File: config.mk
export PLATFORM = sky130hd
export DESIGN_NAME = clint
export DESIGN_NICKNAME = d
export VERILOG_FILES = /design/src/rtl/clint_pkg.sv /design/src/rtl/clint_timer.sv /design/src/rtl/clint.sv
export SDC_FILE = /design/constraint.sdc
export NUM_CORES = 1
export LEC_CHECK = 0
export ABC_AREA = 0
export BUFFER_PORTS_ARGS = -buffer_cell sky130_fd_sc_hd__buf_4
export CAP_MARGIN = 25
export CORE_AREA = 2 2 135 137
export DETAILED_ROUTE_END_ITERATION = 6
export DIE_AREA = 0 0 137 139
export GPL_TIMING_DRIVEN = 0
export MAX_ROUTING_LAYER = met4
export PLACE_DENSITY = 0.81
export SLEW_MARGIN = 10
export SYNTH_ARGS = -nofsm -noshare
export SYNTH_HDL_FRONTEND = slang
export SYNTH_SLANG_ARGS = --single-unit
File: constraint.sdc
create_clock -name clk -period 3 [get_ports clk]
set_clock_uncertainty 0.2 [all_clocks]
set_input_delay 0.45 -clock clk [delete_from_list [all_inputs] [get_ports clk]]
set_output_delay 0.45 -clock clk [all_outputs]
set_load 0.005 [all_outputs]
File: src/rtl/clint_pkg.sv
// Shared constants for the core-local interruptor: register offsets
// relative to the CLINT base address and the mtime counting modes.
package clint_pkg;

    localparam logic [31:0] MSIP_OFF        = 32'h0000_0000;
    localparam logic [31:0] MTIMECMP_LO_OFF = 32'h0000_4000;
    localparam logic [31:0] MTIMECMP_HI_OFF = 32'h0000_4004;
    localparam logic [31:0] MTIME_LO_OFF    = 32'h0000_BFF8;
    localparam logic [31:0] MTIME_HI_OFF    = 32'h0000_BFFC;

    typedef enum logic [1:0] {
        TM_STOP     = 2'b00,  // mtime and prescaler hold
        TM_EVERY    = 2'b01,  // one tick per clock
        TM_PRESCALE = 2'b10,  // one tick per PRESCALE clocks
        TM_STOP_ALT = 2'b11   // reserved encoding, behaves as stopped
    } timer_mode_e;

endpackage

File: src/rtl/clint_timer.sv
// Free-running 64-bit mtime counter with an optional prescaler.
// A bus write to either half overrides the tick for that cycle: the written
// half takes the new value and the other half keeps its current value.
module clint_timer
    import clint_pkg::*;
#(
    parameter int unsigned PRESCALE = 16
) (
    input  logic        clk,
    input  logic        rst,
    input  logic [1:0]  mode_i,
    input  logic        wr_lo_i,
    input  logic        wr_hi_i,
    input  logic [31:0] wdata_i,
    output logic [63:0] mtime_o
);

    localparam int unsigned PW = (PRESCALE > 2) ? $clog2(PRESCALE) : 1;
    localparam logic [PW-1:0] PRESC_LAST = PW'(PRESCALE - 1);

    timer_mode_e   mode;
    logic          tick;
    logic [PW-1:0] presc_q, presc_d;
    logic [63:0]   mtime_q, mtime_d;

    assign mode    = timer_mode_e'(mode_i);
    assign mtime_o = mtime_q;

    // Next-state: prescaler advance, tick generation, write override.
    always_comb begin
        presc_d = presc_q;
        tick    = 1'b0;
        case (mode)
            TM_EVERY: tick = 1'b1;
            TM_PRESCALE: begin
                if (presc_q == PRESC_LAST) begin
                    presc_d = '0;
                    tick    = 1'b1;
                end else begin
                    presc_d = presc_q + PW'(1);
                end
            end
            default: ;
        endcase

        mtime_d = mtime_q;
        if (wr_lo_i || wr_hi_i) begin
            if (wr_lo_i) mtime_d[31:0]  = wdata_i;
            if (wr_hi_i) mtime_d[63:32] = wdata_i;
        end else if (tick) begin
            // Full 64-bit add: the low-to-high carry lands in the same cycle.
            mtime_d = mtime_q + 64'd1;
        end
    end

    // Counter and prescaler state.
    always_ff @(posedge clk) begin
        if (rst) begin
            presc_q <= '0;
            mtime_q <= '0;
        end else begin
            presc_q <= presc_d;
            mtime_q <= mtime_d;
        end
    end

endmodule

File: src/rtl/clint.sv
// Core-local interruptor for a single hart: msip, mtime and mtimecmp behind
// a simple request/ready bus, driving level timer and software interrupts.
//
// Bus handshake: the requester raises bus_en with bus_we/bus_addr/bus_wdata
// and holds them until bus_ready. bus_ready is bus_en delayed by one clock.
// A write commits on every edge with bus_en & bus_we; read data is captured
// on every edge with bus_en & ~bus_we and is valid while bus_ready is high.
module clint
    import clint_pkg::*;
#(
    parameter logic [31:0] BASE_ADDR = 32'h0200_0000,
    parameter int unsigned PRESCALE  = 16
) (
    input  logic        clk,
    input  logic        rst,
    input  logic        bus_en,
    input  logic        bus_we,
    input  logic [31:0] bus_addr,
    input  logic [31:0] bus_wdata,
    output logic [31:0] bus_rdata,
    output logic        bus_ready,
    output logic        timer_irq_o,
    output logic        software_irq_o,
    input  logic        irq_enable,
    input  logic [1:0]  timer_mode
);

    localparam logic [31:0] MSIP_ADDR        = BASE_ADDR + MSIP_OFF;
    localparam logic [31:0] MTIMECMP_LO_ADDR = BASE_ADDR + MTIMECMP_LO_OFF;
    localparam logic [31:0] MTIMECMP_HI_ADDR = BASE_ADDR + MTIMECMP_HI_OFF;
    localparam logic [31:0] MTIME_LO_ADDR    = BASE_ADDR + MTIME_LO_OFF;
    localparam logic [31:0] MTIME_HI_ADDR    = BASE_ADDR + MTIME_HI_OFF;

    logic        msip_q;
    logic [63:0] mtimecmp_q;
    logic [63:0] mtime;
    logic        bus_ready_q;
    logic [31:0] bus_rdata_q, bus_rdata_d;

    logic hit_msip, hit_cmp_lo, hit_cmp_hi, hit_mtime_lo, hit_mtime_hi;
    logic wr_en, rd_en;
    logic unused_addr_bits;

    // Registers are word-aligned; the byte offset within a word is ignored.
    assign unused_addr_bits = ^bus_addr[1:0];

    assign hit_msip     = (bus_addr[31:2] == MSIP_ADDR[31:2]);
    assign hit_cmp_lo   = (bus_addr[31:2] == MTIMECMP_LO_ADDR[31:2]);
    assign hit_cmp_hi   = (bus_addr[31:2] == MTIMECMP_HI_ADDR[31:2]);
    assign hit_mtime_lo = (bus_addr[31:2] == MTIME_LO_ADDR[31:2]);
    assign hit_mtime_hi = (bus_addr[31:2] == MTIME_HI_ADDR[31:2]);

    assign wr_en = bus_en & bus_we;
    assign rd_en = bus_en & ~bus_we;

    clint_timer #(
        .PRESCALE (PRESCALE)
    ) u_timer (
        .clk     (clk),
        .rst     (rst),
        .mode_i  (timer_mode),
        .wr_lo_i (wr_en & hit_mtime_lo),
        .wr_hi_i (wr_en & hit_mtime_hi),
        .wdata_i (bus_wdata),
        .mtime_o (mtime)
    );

    // Read mux; unmapped addresses read as zero.
    always_comb begin
        bus_rdata_d = '0;
        if (hit_msip)          bus_rdata_d = {31'd0, msip_q};
        else if (hit_cmp_lo)   bus_rdata_d = mtimecmp_q[31:0];
        else if (hit_cmp_hi)   bus_rdata_d = mtimecmp_q[63:32];
        else if (hit_mtime_lo) bus_rdata_d = mtime[31:0];
        else if (hit_mtime_hi) bus_rdata_d = mtime[63:32];
    end

    // Bus response registers, msip and mtimecmp.
    always_ff @(posedge clk) begin
        if (rst) begin
            bus_ready_q <= 1'b0;
            bus_rdata_q <= '0;
            msip_q      <= 1'b0;
            mtimecmp_q  <= '1;
        end else begin
            bus_ready_q <= bus_en;
            if (rd_en) bus_rdata_q <= bus_rdata_d;
            if (wr_en && hit_msip)   msip_q             <= bus_wdata[0];
            if (wr_en && hit_cmp_lo) mtimecmp_q[31:0]   <= bus_wdata;
            if (wr_en && hit_cmp_hi) mtimecmp_q[63:32]  <= bus_wdata;
        end
    end

    assign bus_ready = bus_ready_q;
    assign bus_rdata = bus_rdata_q;

    // Level interrupts straight from register state, gated globally.
    assign timer_irq_o    = irq_enable & (mtime >= mtimecmp_q);
    assign software_irq_o = irq_enable & msip_q;

endmodule

== Yosys cells after proc, flatten, opt, wreduce, memory -nomap -nowiden ==
Cells that the tools add are included.
Word-level totals
  bits in registers: 166
  word-level logic and storage cells: 47
  output and inout bits: 35
  input port bits: 71
Cells by class
  order comparisons: 1
  bitwise operators: 7
  mux-type cells: 12
  add/subtract/negate cells: 2
  reductions and logical operators: 7
  eq/ne operators: 10
Operator list (number)
  $mux W32: 7
  $eq A30 B24 Y1 const B: 5
  $mux W64: 2
  $add A64 B1 Y64 const B: 1
  $ge A64 B64 Y1: 1
  $and A1 B1 Y1: 6
  $add A4 B1 Y4 const B: 1
  $eq A4 B4 Y1 const B: 1
  $mux W4: 1
  $ne A2 B1 Y1 const B: 2
  $reduce_and A2 Y1: 2
  $logic_and A1 B1 Y1: 3
  $eq A2 B1 Y1 const B: 1
  $eq A2 B2 Y1 const B: 1
  $pmux W1 S2: 1
  $reduce_bool A2 Y1: 1
  $logic_or A1 B1 Y1: 1
  $mux W1: 1
  $not A1 Y1: 1

== Depth between registers and ports, before layout ==
Gate-level depths: netlist of run 1.
  depth in word-level cells: 6
  depth in mapped cells: 10
  depth with buffers taken out: 8

== Modules after synthesis ==
A second synthesis of run 1 with hierarchy kept.
Unflattened totals
  cell total of the unflattened synthesis: 1362
  area, all modules: 10471.3 um^2
Modules (own cells, without submodules)
  clint: cells an instance 729, sequential area each 1961.9 um^2, area an instance 5954.5 um^2, times used 1
  clint_timer: cells an instance 633, sequential area each 1361.3 um^2, area an instance 4516.8 um^2, times used 1

== Least setup slack after synthesis of run 1 ==
Ideal clock, no wire load.
  path type: input port to flip-flop
  start: input timer_mode[0]
  end: register u_timer.mtime_q[19], in the netlist u_timer.mtime_o[19]
  arrival time: 2244 ps
  buffers on the path: 1
  setup slack: 487 ps
  required time: 2731 ps
  cell stages on the path: 8
  library setup time: 69 ps
  path through: inv_1 > ha_1 > a41oi_1 > or2_2 > buf_2 > or4_1 > or3_1 > o21ai_1
On the way
  cells in the longest elaborated chain, start to end: 4
  elaborated cells on any way between the ends: 5
  classes of those cells: 2 x eq/ne; 1 x mux; 2 x reduce/logical
RTL lines
  from (decl): RTL line clint.sv:25  | input logic [1:0] timer_mode
  $eq A2 B2 Y1 or $eq A2 B1 Y1 (tied branches): RTL line clint_timer.sv:33  | case (mode)
  $pmux W1 S2 *: RTL line clint_timer.sv:33
  $reduce_bool A2 Y1 (no line) *
  $reduce_and A2 Y1 (no line) *
  to (signal assigned): RTL line clint_timer.sv:63  | mtime_q <= mtime_d;
  to (decl): RTL line clint_timer.sv:24  | logic [63:0] mtime_q, mtime_d;
Every way passes the cells marked *; elsewhere a longest branch is shown, timed or not.
A chain may end at the register's enable or synchronous reset.

== Worst setup path in the final report of run 1 ==
  start: register mtimecmp_q[37]
  end: output timer_irq_o
On the way
  cells in the longest elaborated chain, start to end: 2
RTL lines
  from (decl): RTL line clint.sv:35  | logic [63:0] mtimecmp_q;
  from (signal assigned): RTL line clint.sv:90  | if (wr_en && hit_cmp_hi) mtimecmp_q[63:32] <= bus_wdata;
  $ge A64 B64 Y1: RTL line clint.sv:98  | assign timer_irq_o = irq_enable & (mtime >= mtimecmp_q);
  $and A1 B1 Y1: RTL line clint.sv:98
  to (decl): RTL line clint.sv:22  | output logic timer_irq_o,
No other way between the ends.

==> results.py, run 1 <==
metrics = {
    "route": {
        "first_pass_iters": 7,
        "wl_per_cell_um": 27.0,
        "ant_nets": 0,
        "drtIter0Drc": 2172,
        "routed_wl_mm": 45.0,
        "viasPerCell": 7.12,
        "drcViolationCount": 12,
        "num_vias": 11900,
    },
    "finish": {
        "fin_nets": 1568,
        "nFillCells": 1382,
        "final_cells": 1669,
        "n_antenna_cell": 0,
        "area_growth_syn_to_layout_pct": 24.3,
        "drive_gt1_share_pct": 24.8,
    },
    "die": {
        "fp-row-count": 49,
        "dieWidth_um": 137,
        "die_area_um2": 19000,
        "io_pins": 106,
        "initial_core_util_pct": 58.9,
        "die_h_um": 139,
        "design.core.area_um2": 17700,
    },
    "sta": {
        "grt_setup_unrepaired": "yes",
        "timing.final.crit_share_pct": 106,
        "slew_violations": 0,
        "clock.fmax_mhz": 314,
        "setup_slack_ps": -183,
        "relSlewSlack_pct": 28.5,
        "tightest_slew_ps": 1070,
        "tns_ps": -183,
        "setup_violations": 1,
        "period_minus_slack_ps": 3180,
        "hold_viol": 0,
    },
    "worst_setup_path": {
        "cpMaxStageDelayCell": "dfxtp_2",
        "critical-path-top-delay-family": "simple AND/OR/NAND/NOR gates",
        "path_cells": "inv_4 -> ha_4 -> nand4_1 -> buf_4 -> nor4_4 -> buf_6 -> nand2_4 -> nor3_4 -> a2111oi_4 -> nor2_1 -> buf_4",
        "crit_fanout": 4,
        "cp_data_required_time_ps": 2350,
        "start_kind": "flip-flop",
        "critical-path-max-stage-delay_ps": 350,
        "arrival_ps": 2530,
        "crit_buf_inv": 4,
        "endpoint_kind": "output port",
        "critPathKind": "flip-flop to output port",
        "crit_path_frequent_cell": "buf_4",
    },
    "yosys": {
        "synthAdderAreaFrac_pct": 8.19,
        "synth_top_family_by_area": "compound AO/OA/AOI/OAI gates",
        "yosysWarningCount": 0,
        "synth_cell_types": 78,
        "seq_area_frac_synth_pct": 32.0,
        "synth-main-ff-cell": "dfxtp_1",
        "synth_top_area_share_pct": 32.0,
        "synth_xor_xnor_area_share_pct": 0.0843,
        "netlist_instances": 1280,
        "synth_edf_count": 0,
        "synth-compound-area-share_pct": 25.3,
        "synthSimpleGateAreaFrac_pct": 24.1,
        "synthTopCellsByArea": "dfxtp_1, ha_1, nand2_1, o211ai_1, o21ai_0",
        "synth_top_area_cell": "dfxtp_1",
        "syn_area_um2": 10400,
        "synthTopCellsByCount": "nand2_1, dfxtp_1, o211ai_1",
        "synthMuxAreaShare_pct": 4.00,
        "synth-async-reset-ratio_pct": 0,
        "synth_nets": 1419,
        "synth-seq-cells": 166,
        "yosysMostFrequentCell": "nand2_1",
        "synth_area_per_cell_um2": 8.12,
    },
    "place": {
        "dp.cells": 1612,
        "dp_slack_ps": -546,
        "io_buffer_count": 102,
        "place_hpwl_mm": 30.9,
        "routabilityCongestion": 1.04,
    },
    "global_route": {
        "grt_start_max_net_pins": 17,
        "grt_pass1_vias": 11200,
        "grt_pass1_wl_mm": 66.7,
        "antenna_found_initial": 0,
        "track_usage_pct": 48.4,
        "grt-ovfl-total": 0,
    },
    "clock_network": {
        "numCtsBuffers": 17,
        "cts_root_buf": "clkbuf_16",
        "clock_latency_ps": 440,
        "clk_pin_slew_worst_paths_ps": 70,
        "clock_path_buffers": 2,
        "cts.hold.buffers_added": 0,
        "htree_levels": 4,
        "cts.sinks": 166,
        "cts_tree": "yes",
    },
    "run_status": {
        "violations": "DRC, setup timing",
        "status": "finished with violations",
    },
    "power_and_ir_drop": {
        "total_power_w": 0.00501,
        "p_per_area_nw_per_um2": 387,
        "ir_drop_mv": 0.427,
        "p_leak_nw": 5.42,
    },
    "min_path": {
        "hold_path_class": "input pin to flip-flop",
    },
    "job": {
        "cap_violations": 0,
    },
}
-- per-layer routing --
metal | routed length (µm) | vias up | share of wire (%) | global-route usage, %
met2 | 18400 | 1014 | 41 | 66.5
met5 | 0 | - | 0 | -
met3 | 6270 | 275 | 14 | 14.8
met4 | 3460 | 0 | 7.7 | 27.8
met1 | 16800 | 5516 | 37 | 62.1
li1 | - | 5082 | - | -
-- sequential cells by signal, summed over array words and instances (netlist names) --
| name | count |
|---|---|
| bus_rdata | 32 |
| bus_ready | 1 |
| msip_q | 1 |
| mtimecmp_q | 64 |
| u_timer.mtime_o | 64 |
| u_timer.presc_q | 4 |
-- cells by family (layout without fill, tap and decap cells) --
family | after synthesis | in the layout
adders and majority gates | 68 | 68
and+or+nand+nor | 463 | 463
muxes | 39 | 39
AOI/OAI and AO/OA | 384 | 384
xor gates and xnor gates | 1 | 1
DFF | 166 | 166
buffers and inverters | 159 | 319
-- worst paths after layout --
check	start	endpoint	slack [ps]	cells past startpoint
setup / recovery	mtimecmp_q[37]	timer_irq_o	-180	11
setup reg to reg	u_timer.mtime_o[1]	u_timer.mtime_o[26]	100	6
hold / removal	bus_wdata[6]	mtimecmp_q[6]	50	3
hold reg to reg	bus_rdata[4]	bus_rdata[4]	260	2
-- final cells by class --
| type | instances | area (µm²) | share of cell area [%] |
|---|---|---|---|
| flip-flops and latches | 166 | 3400 | 26.3 |
| inverters | 74 | 280 | 2.17 |
| clock buffers | 19 | 453 | 3.51 |
| well taps | 229 | 287 | 2.22 |
| plain buffers | 85 | 392 | 3.03 |
| multi-input cells | 955 | 6940 | 53.7 |
| repair buffers | 130 | 998 | 7.73 |
| clock inverters | 11 | 174 | 1.35 |
-- worst min-delay path: cells and delay by family --
family	cells	cell delay (ps)
AO/OA/AOI/OAI	1	70
AND/OR/NAND/NOR	1	40
buffers and inverters	1	90
-- report_power, final --
part	internal (W)	switching, W	total [W]
combinational	0.000116	0.000247	0.000363
sequential	0.00220	0.00000819	0.00221
clock	0.00144	0.00100	0.00243
-- metrics by stage --
step / util (%) / hold WS, ps / area (µm²)
6_report: 73.2 / 52.0 / 12900
5_1_grt: 73.2 / 66.1 / 12900
2_1_floorplan: - / 230 / 10400
3_3_place_gp: 64.8 / 236 / 11400
3_5_place_dp: 64.9 / 246 / 11500
4_1_cts: 72.3 / 57.0 / 12800
-- repair_timing --
| item | CTS | global route |
|---|---|---|
| endpoints found under the setup margin | 3 | 34 |
| pin swaps | 35 | 15 |
| setup buffers | 15 | 10 |
| resized for setup | 134 | 16 |
-- cell usage in the layout, fill, tap and decap left out, drive strengths merged, types with 5 or more instances in the layout --
| cell | synthesis | layout |
|---|---|---|
| nand2 | 191 | 191 |
| buf | 39 | 169 |
| dfxtp | 166 | 166 |
| o211ai | 91 | 91 |
| o21ai | 77 | 77 |
| inv | 74 | 75 |
| a21oi | 71 | 71 |
| ha | 68 | 68 |
| clkbuf | 46 | 64 |
| nor2 | 57 | 57 |
| nand3 | 38 | 38 |
| nand4 | 33 | 33 |
| nor4 | 31 | 31 |
| mux2i | 29 | 29 |
| nor3 | 29 | 29 |
| and2 | 20 | 20 |
| a22o | 20 | 20 |
| a211oi | 18 | 18 |
| and3 | 17 | 17 |
| a31oi | 11 | 11 |
| o31ai | 11 | 11 |
| and4 | 11 | 11 |
| mux2 | 10 | 10 |
| a21o | 9 | 9 |
| a222oi | 9 | 9 |
| o22ai | 8 | 8 |
| or4 | 8 | 8 |
| a41o | 7 | 7 |
| clkinv | 0 | 6 |
| a41oi | 5 | 5 |
| nor3b | 5 | 5 |
| a311oi | 5 | 5 |
| a221oi | 5 | 5 |
(Power assumes the default switching activity.)
==> inputs of run 2 (changes only) <==
--- a/config.mk
+++ b/config.mk
@@ -14,6 +14,7 @@
 export GPL_TIMING_DRIVEN = 0
 export MAX_ROUTING_LAYER = met4
 export PLACE_DENSITY = 0.81
+export SETUP_SLACK_MARGIN = 0.3
 export SLEW_MARGIN = 10
 export SYNTH_ARGS = -nofsm -noshare
 export SYNTH_HDL_FRONTEND = slang
==> constraint.sdc (replaced) <==
create_clock -name clk -period 3 [get_ports clk]
set_clock_uncertainty 0.2 [all_clocks]
set_input_delay 0.15 -clock clk [delete_from_list [all_inputs] [get_ports clk]]
set_output_delay 0.15 -clock clk [all_outputs]
set_load 0.005 [all_outputs]
==> run 2 against run 1 <==
Compared with the run above:
- hold slack worse by 24 ps
- final cell count increased by 2.5%
- critical endpoint unchanged
- largest power group unchanged
- combinational power grew 13%
- clock power hardly changed
- cell area rose by 2.1%
- the flow finishes with violations (DRC)
- register-to-register slack better by 250 ps
- routed wire length increased by 2.1%
==> results.py, run 2 (synthesized netlist as in run 1, its figures left out) <==
metrics = {
    "clock_network": {
        "clock_path_buffers": 2,
        "cts_tree": "yes",
        "htree_levels": 4,
        "clock_latency_ps": 450,
        "numCtsBuffers": 17,
        "cts.sinks": 166,
        "clk_pin_slew_worst_paths_ps": 70,
        "cts_root_buf": "clkbuf_16",
    },
    "min_path": {
        "holdPathEnd": "bus_rdata[0]",
        "hold_path_class": "input pin to flip-flop",
        "hold_path_startpoint": "bus_addr[14]",
        "min_path_cells": 4,
    },
    "die": {
        "design.core.area_um2": 17700,
        "die_area_um2": 19000,
        "die_h_um": 139,
        "fp-row-count": 49,
        "initial_core_util_pct": 58.9,
        "dieWidth_um": 137,
        "io_pins": 106,
    },
    "finish": {
        "n_antenna_cell": 0,
        "nFillCells": 1350,
        "final_util_pct": 74.7,
        "final_cells": 1711,
        "layout_commonest_cell": "nand2_1",
        "layout_common_cells": "nand2_1, buf_4, dfxtp_1, o211ai_1, inv_1",
        "drive_gt1_share_pct": 22.8,
        "fin_nets": 1610,
        "area_growth_syn_to_layout_pct": 26.9,
    },
    "route": {
        "first_pass_iters": 7,
        "routed_wl_mm": 45.9,
        "wl_per_cell_um": 26.8,
        "top_layer": "met4",
        "dr_wl_met2_mm": 18.9,
        "ant_nets": 0,
        "num_vias": 12100,
        "drtIter0Drc": 2153,
        "wl_met1_mm": 17.1,
        "drcViolationCount": 43,
        "wl_met3_mm": 6.74,
        "viasPerCell": 7.06,
    },
    "global_route": {
        "grt_pass1_vias": 11200,
        "grt-ovfl-total": 0,
        "grt_start_max_net_pins": 17,
        "track_usage_pct": 48.2,
        "antenna_found_initial": 0,
        "grt_pass1_wl_mm": 66.7,
    },
    "worst_setup_path": {
        "regToRegSetupSlack_ps": 350,
        "critPathKind": "flip-flop to output port",
        "r2r-end": "u_timer.mtime_o[19]",
        "arrival_ps": 2580,
        "r2r_start": "u_timer.presc_q[0]",
        "start_kind": "flip-flop",
        "critPathLaunch": "mtimecmp_q[43]",
        "reg2regPathDepth": 7,
        "cp_data_required_time_ps": 2650,
        "crit_fanout": 4,
        "endpoint_kind": "output port",
    },
    "place": {
        "dp_slack_ps": -246,
        "io_buffer_count": 102,
        "routabilityCongestion": 1.04,
        "place_hpwl_mm": 30.9,
        "dp.cells": 1612,
    },
    "run_status": {
        "status": "finished with violations",
        "violations": "DRC",
    },
    "sta": {
        "timing.final.crit_share_pct": 97.7,
        "tightest_slew_ps": 1140,
        "setup_violations": 0,
        "relSlewSlack_pct": 24.2,
        "grt_setup_unrepaired": "yes",
        "setup_slack_ps": 69.8,
        "tns_ps": 0,
        "slew_violations": 0,
        "hold_viol": 0,
        "clock.fmax_mhz": 341,
        "period_minus_slack_ps": 2930,
    },
    "power_and_ir_drop": {
        "ir_drop_mv": 0.430,
        "p_per_area_nw_per_um2": 383,
        "p_leak_nw": 5.69,
    },
    "job": {
        "cap_violations": 0,
    },
}
[run 2: cell type report]
cell class	instances	area [µm²]	area share, %
buffer	85	408	3.09
clock inverter	11	174	1.32
timing repair buffer	172	1410	10.7
multi-input combinational	955	6810	51.7
clock buffer	19	453	3.43
inverter	74	278	2.11
sequential	166	3370	25.5
tap	229	287	2.17
[run 2: worst max-delay path by stage]
stage                           to  slack (ps)  depth (start not counted)
2_1_floorplan  u_timer.mtime_o[19]         650                          7
4_1_cts                timer_irq_o         140                          8
6_report               timer_irq_o          70                         11
3_5_place_dp           timer_irq_o        -250                          8
5_1_grt                timer_irq_o          20                         11
3_3_place_gp          bus_rdata[1]        -490                          7
[run 2: what timing repair did]
action	4_1_cts	5_1_grt
buffers inserted	14	18
resized for setup	58	73
endpoints found under the hold margin	129	0
hold buffers	36	0
pin swaps	15	23
endpoints found under the setup margin	51	57
[run 2: through the flow]
step                      hold slack [ps]  total power, W  area (µm²)
final                                27.7         0.00505       13200
after global routing                 70.9         0.00512       13200
after detailed placement              206         0.00259       11500
after CTS                            28.6         0.00498       12800
after global placement                199         0.00259       11400
after floorplan                      78.2         0.00239       10400
[run 2: power by group]
part	internal (W)	switching [W]	leakage [nW]	total [W]
sequential	0.00221	0.00000794	1.35	0.00222
clock	0.00144	0.000992	0.309	0.00243
combinational	0.000149	0.000261	4.03	0.000410
total	0.00379	0.00126	5.69	0.00505
[run 2: layer usage]
| metal | up-vias | track usage [%] |
|---|---|---|
| met4 | 0 | 27.0 |
| met2 | 1050 | 65.9 |
| met5 | - | - |
| met3 | 273 | 17.1 |
| li1 | 5159 | - |
| met1 | 5603 | 61.2 |
[run 2: worst max-delay path, cell delays in order (launching register included)]
cell and delay [ps]:
dfxtp_2 360, inv_2 60, ha_4 280, nand4_1 140
buf_4 190, nor4_4 300, buf_6 190, nand2_4 60
nor3_4 220, a2111oi_4 100, nor2_1 120, buf_4 120
==> inputs of run 3 (changes only) <==
--- a/config.mk
+++ b/config.mk
@@ -6,7 +6,7 @@
 export NUM_CORES = 1
 export LEC_CHECK = 0
 export ABC_AREA = 0
-export BUFFER_PORTS_ARGS = -buffer_cell sky130_fd_sc_hd__buf_4
+export BUFFER_PORTS_ARGS = -buffer_cell sky130_fd_sc_hd__buf_2
 export CAP_MARGIN = 25
 export CORE_AREA = 2 2 135 137
 export DETAILED_ROUTE_END_ITERATION = 6
==> run 3 against run 2 <==
Compared with the run above:
- the flow finishes with violations (setup timing)
- critical path type unchanged
- clock power fell by 14%
- sequential power barely moved
- register-to-register slack is essentially flat
- final cell count is 0.23% lower
- via count down 1.7%
- setup slack got worse by 100 ps
- largest power group is now registers
- sequential share of layout area increased by 0.86 points
- global-route usage shrank 1.0 points
- non-clock buffer count is 7 lower
- hold slack got worse by 23 ps
- fmax fell by 3.4%
- die area stayed put
==> results.py, run 3 (synthesized netlist as in run 1, its figures left out) <==
metrics = {
    "finish": {
        "fin_nets": 1603,
        "seqCellArea_um2": 3360,
        "final_area_um2": 12700,
        "multi_input_area_um2": 6780,
        "nFillCells": 1417,
        "area_growth_syn_to_layout_pct": 22.5,
        "final_util_pct": 72.1,
        "layout_common_cells": "nand2_1, dfxtp_1, buf_2, o211ai_1, inv_1",
        "layout_commonest_cell": "nand2_1",
        "drive_gt1_share_pct": 21.9,
    },
    "route": {
        "first_pass_iters": 7,
        "viasPerCell": 6.96,
        "drtIter0Drc": 2042,
        "ant_nets": 0,
        "num_vias": 11900,
        "drcViolationCount": 0,
        "routed_wl_mm": 44.8,
        "wl_per_cell_um": 26.3,
    },
    "global_route": {
        "grt_pass1_vias": 10700,
        "antenna_found_initial": 2,
        "grt_start_max_net_pins": 17,
        "grt-ovfl-total": 0,
        "track_usage_pct": 47.2,
        "grt_pass1_wl_mm": 64.9,
    },
    "worst_setup_path": {
        "start_kind": "flip-flop",
        "crit_buf_inv": 3,
        "path_cells": "inv_1 -> ha_1 -> nand4_1 -> buf_4 -> nor4_4 -> nand3_1 -> o21ai_1 -> a2111oi_4 -> nor2_1 -> buf_2",
        "crit_fanout": 4,
        "critPathKind": "flip-flop to output port",
        "arrival_ps": 2680,
        "cpMaxStageDelayCell": "nor4_4",
        "critical-path-max-stage-delay_ps": 430,
        "cp_data_required_time_ps": 2650,
        "critical-path-top-delay-family": "simple AND/OR/NAND/NOR gates",
        "endpoint_kind": "output port",
    },
    "die": {
        "dieWidth_um": 137,
        "io_pins": 106,
        "fp-row-count": 49,
        "die_area_um2": 19000,
        "design.core.area_um2": 17700,
        "die_h_um": 139,
        "initial_core_util_pct": 58.9,
    },
    "job": {
        "cap_violations": 0,
    },
    "sta": {
        "slew_violations": 0,
        "grt_setup_unrepaired": "yes",
        "relSlewSlack_pct": 27.8,
        "clock.fmax_mhz": 330,
        "tightest_slew_ps": 1070,
        "setup_slack_ps": -33.9,
        "hold_slack_ps": 4.56,
        "period_minus_slack_ps": 3030,
        "timing.final.crit_share_pct": 101,
        "setup_violations": 1,
        "hold_viol": 0,
    },
    "clock_network": {
        "cts_tree": "yes",
        "clock_latency_ps": 450,
        "clock_path_buffers": 2,
        "numCtsBuffers": 17,
        "htree_levels": 4,
        "cts.sinks": 166,
        "cts_root_buf": "clkbuf_16",
        "clk_pin_slew_worst_paths_ps": 70,
    },
    "place": {
        "placed_cell_area_um2": 11200,
        "routabilityCongestion": 1.04,
        "place_hpwl_mm": 31.2,
        "io_buffer_count": 102,
    },
    "run_status": {
        "violations": "setup timing",
        "status": "finished with violations",
    },
    "power_and_ir_drop": {
        "total_power_w": 0.00468,
        "p_per_area_nw_per_um2": 367,
        "p_leak_nw": 5.46,
        "ir_drop_mv": 0.407,
    },
    "min_path": {
        "hold_path_class": "input pin to flip-flop",
    },
}
-- run 3: cell types whose count changed in the layout (fill, tap and decap cells not counted), moves of 3 or more --
cell        before  now
buf_2           27  130
clkinv_4         4    1
buf_4          136   31
inv_6            1    4
dfxtp_2         31   27
bufinv_16        4    0
clkinvlp_4       0    7
o21ai_2          5    2
nor4_2           3    6
dfxtp_1        133  138
-- run 3: final timing paths --
| check | from | to | slack [ps] | depth (start not counted) |
|---|---|---|---|---|
| setup / recovery | mtimecmp_q[38] | timer_irq_o | -30 | 10 |
| setup reg to reg | u_timer.mtime_o[2] | u_timer.mtime_o[41] | 360 | 8 |
| hold / removal | bus_addr[14] | msip_q | 5 | 4 |
| hold reg to reg | bus_rdata[16] | bus_rdata[16] | 250 | 2 |
-- run 3: final cells by class --
class,count,share of cell area [%]
multi-input cells,955,53.2
clock inverters,12,0.757
flip-flops and latches,166,26.4
diodes,2,0.0393
repair buffers,165,8.48
inverters,74,2.20
well taps,229,2.25
clock buffers,19,3.40
plain buffers,85,3.21
-- run 3: what timing repair did --
item	CTS	global route
pin swaps	12	25
hold buffers	34	0
setup buffers	12	15
resized for setup	38	75
setup endpoints to repair	48	55
endpoints found under the hold margin	120	0
-- run 3: stage by stage --
step,setup slack (ps),TNS (ps),std cells
after floorplan,648,0,1280
after global routing,0.135,0,1707
after global placement,-506,-5130,1611
final,-33.9,-33.9,1707
after detailed placement,-201,-839,1612
after CTS,15.6,0,1689
-- run 3: layer usage --
metal  vias to the layer above  global-route usage (%)  routed length (µm)
li1                       5147                       -                   -
met1                      5483                    60.8               17200
met2                       996                    64.0               18600
met3                       253                    16.7                6200
met4                         0                    25.2                2860
met5                         -                       -                   0
-- run 3: power breakdown --
part           internal, W  switching (W)  total, W
logic             0.000120       0.000253  0.000373
clock network      0.00106        0.00102   0.00209
registers          0.00221     0.00000845   0.00222
total              0.00339        0.00128   0.00468
-- run 3: worst register-to-register path, stage by stage (launching register included) --
cell and delay (ps):
dfxtp_1 510, and3_1 320, and3_1 190, buf_2 230, nand4_1 180, buf_4 200
or4_1 450, o21ai_0 100, a211oi_1 90
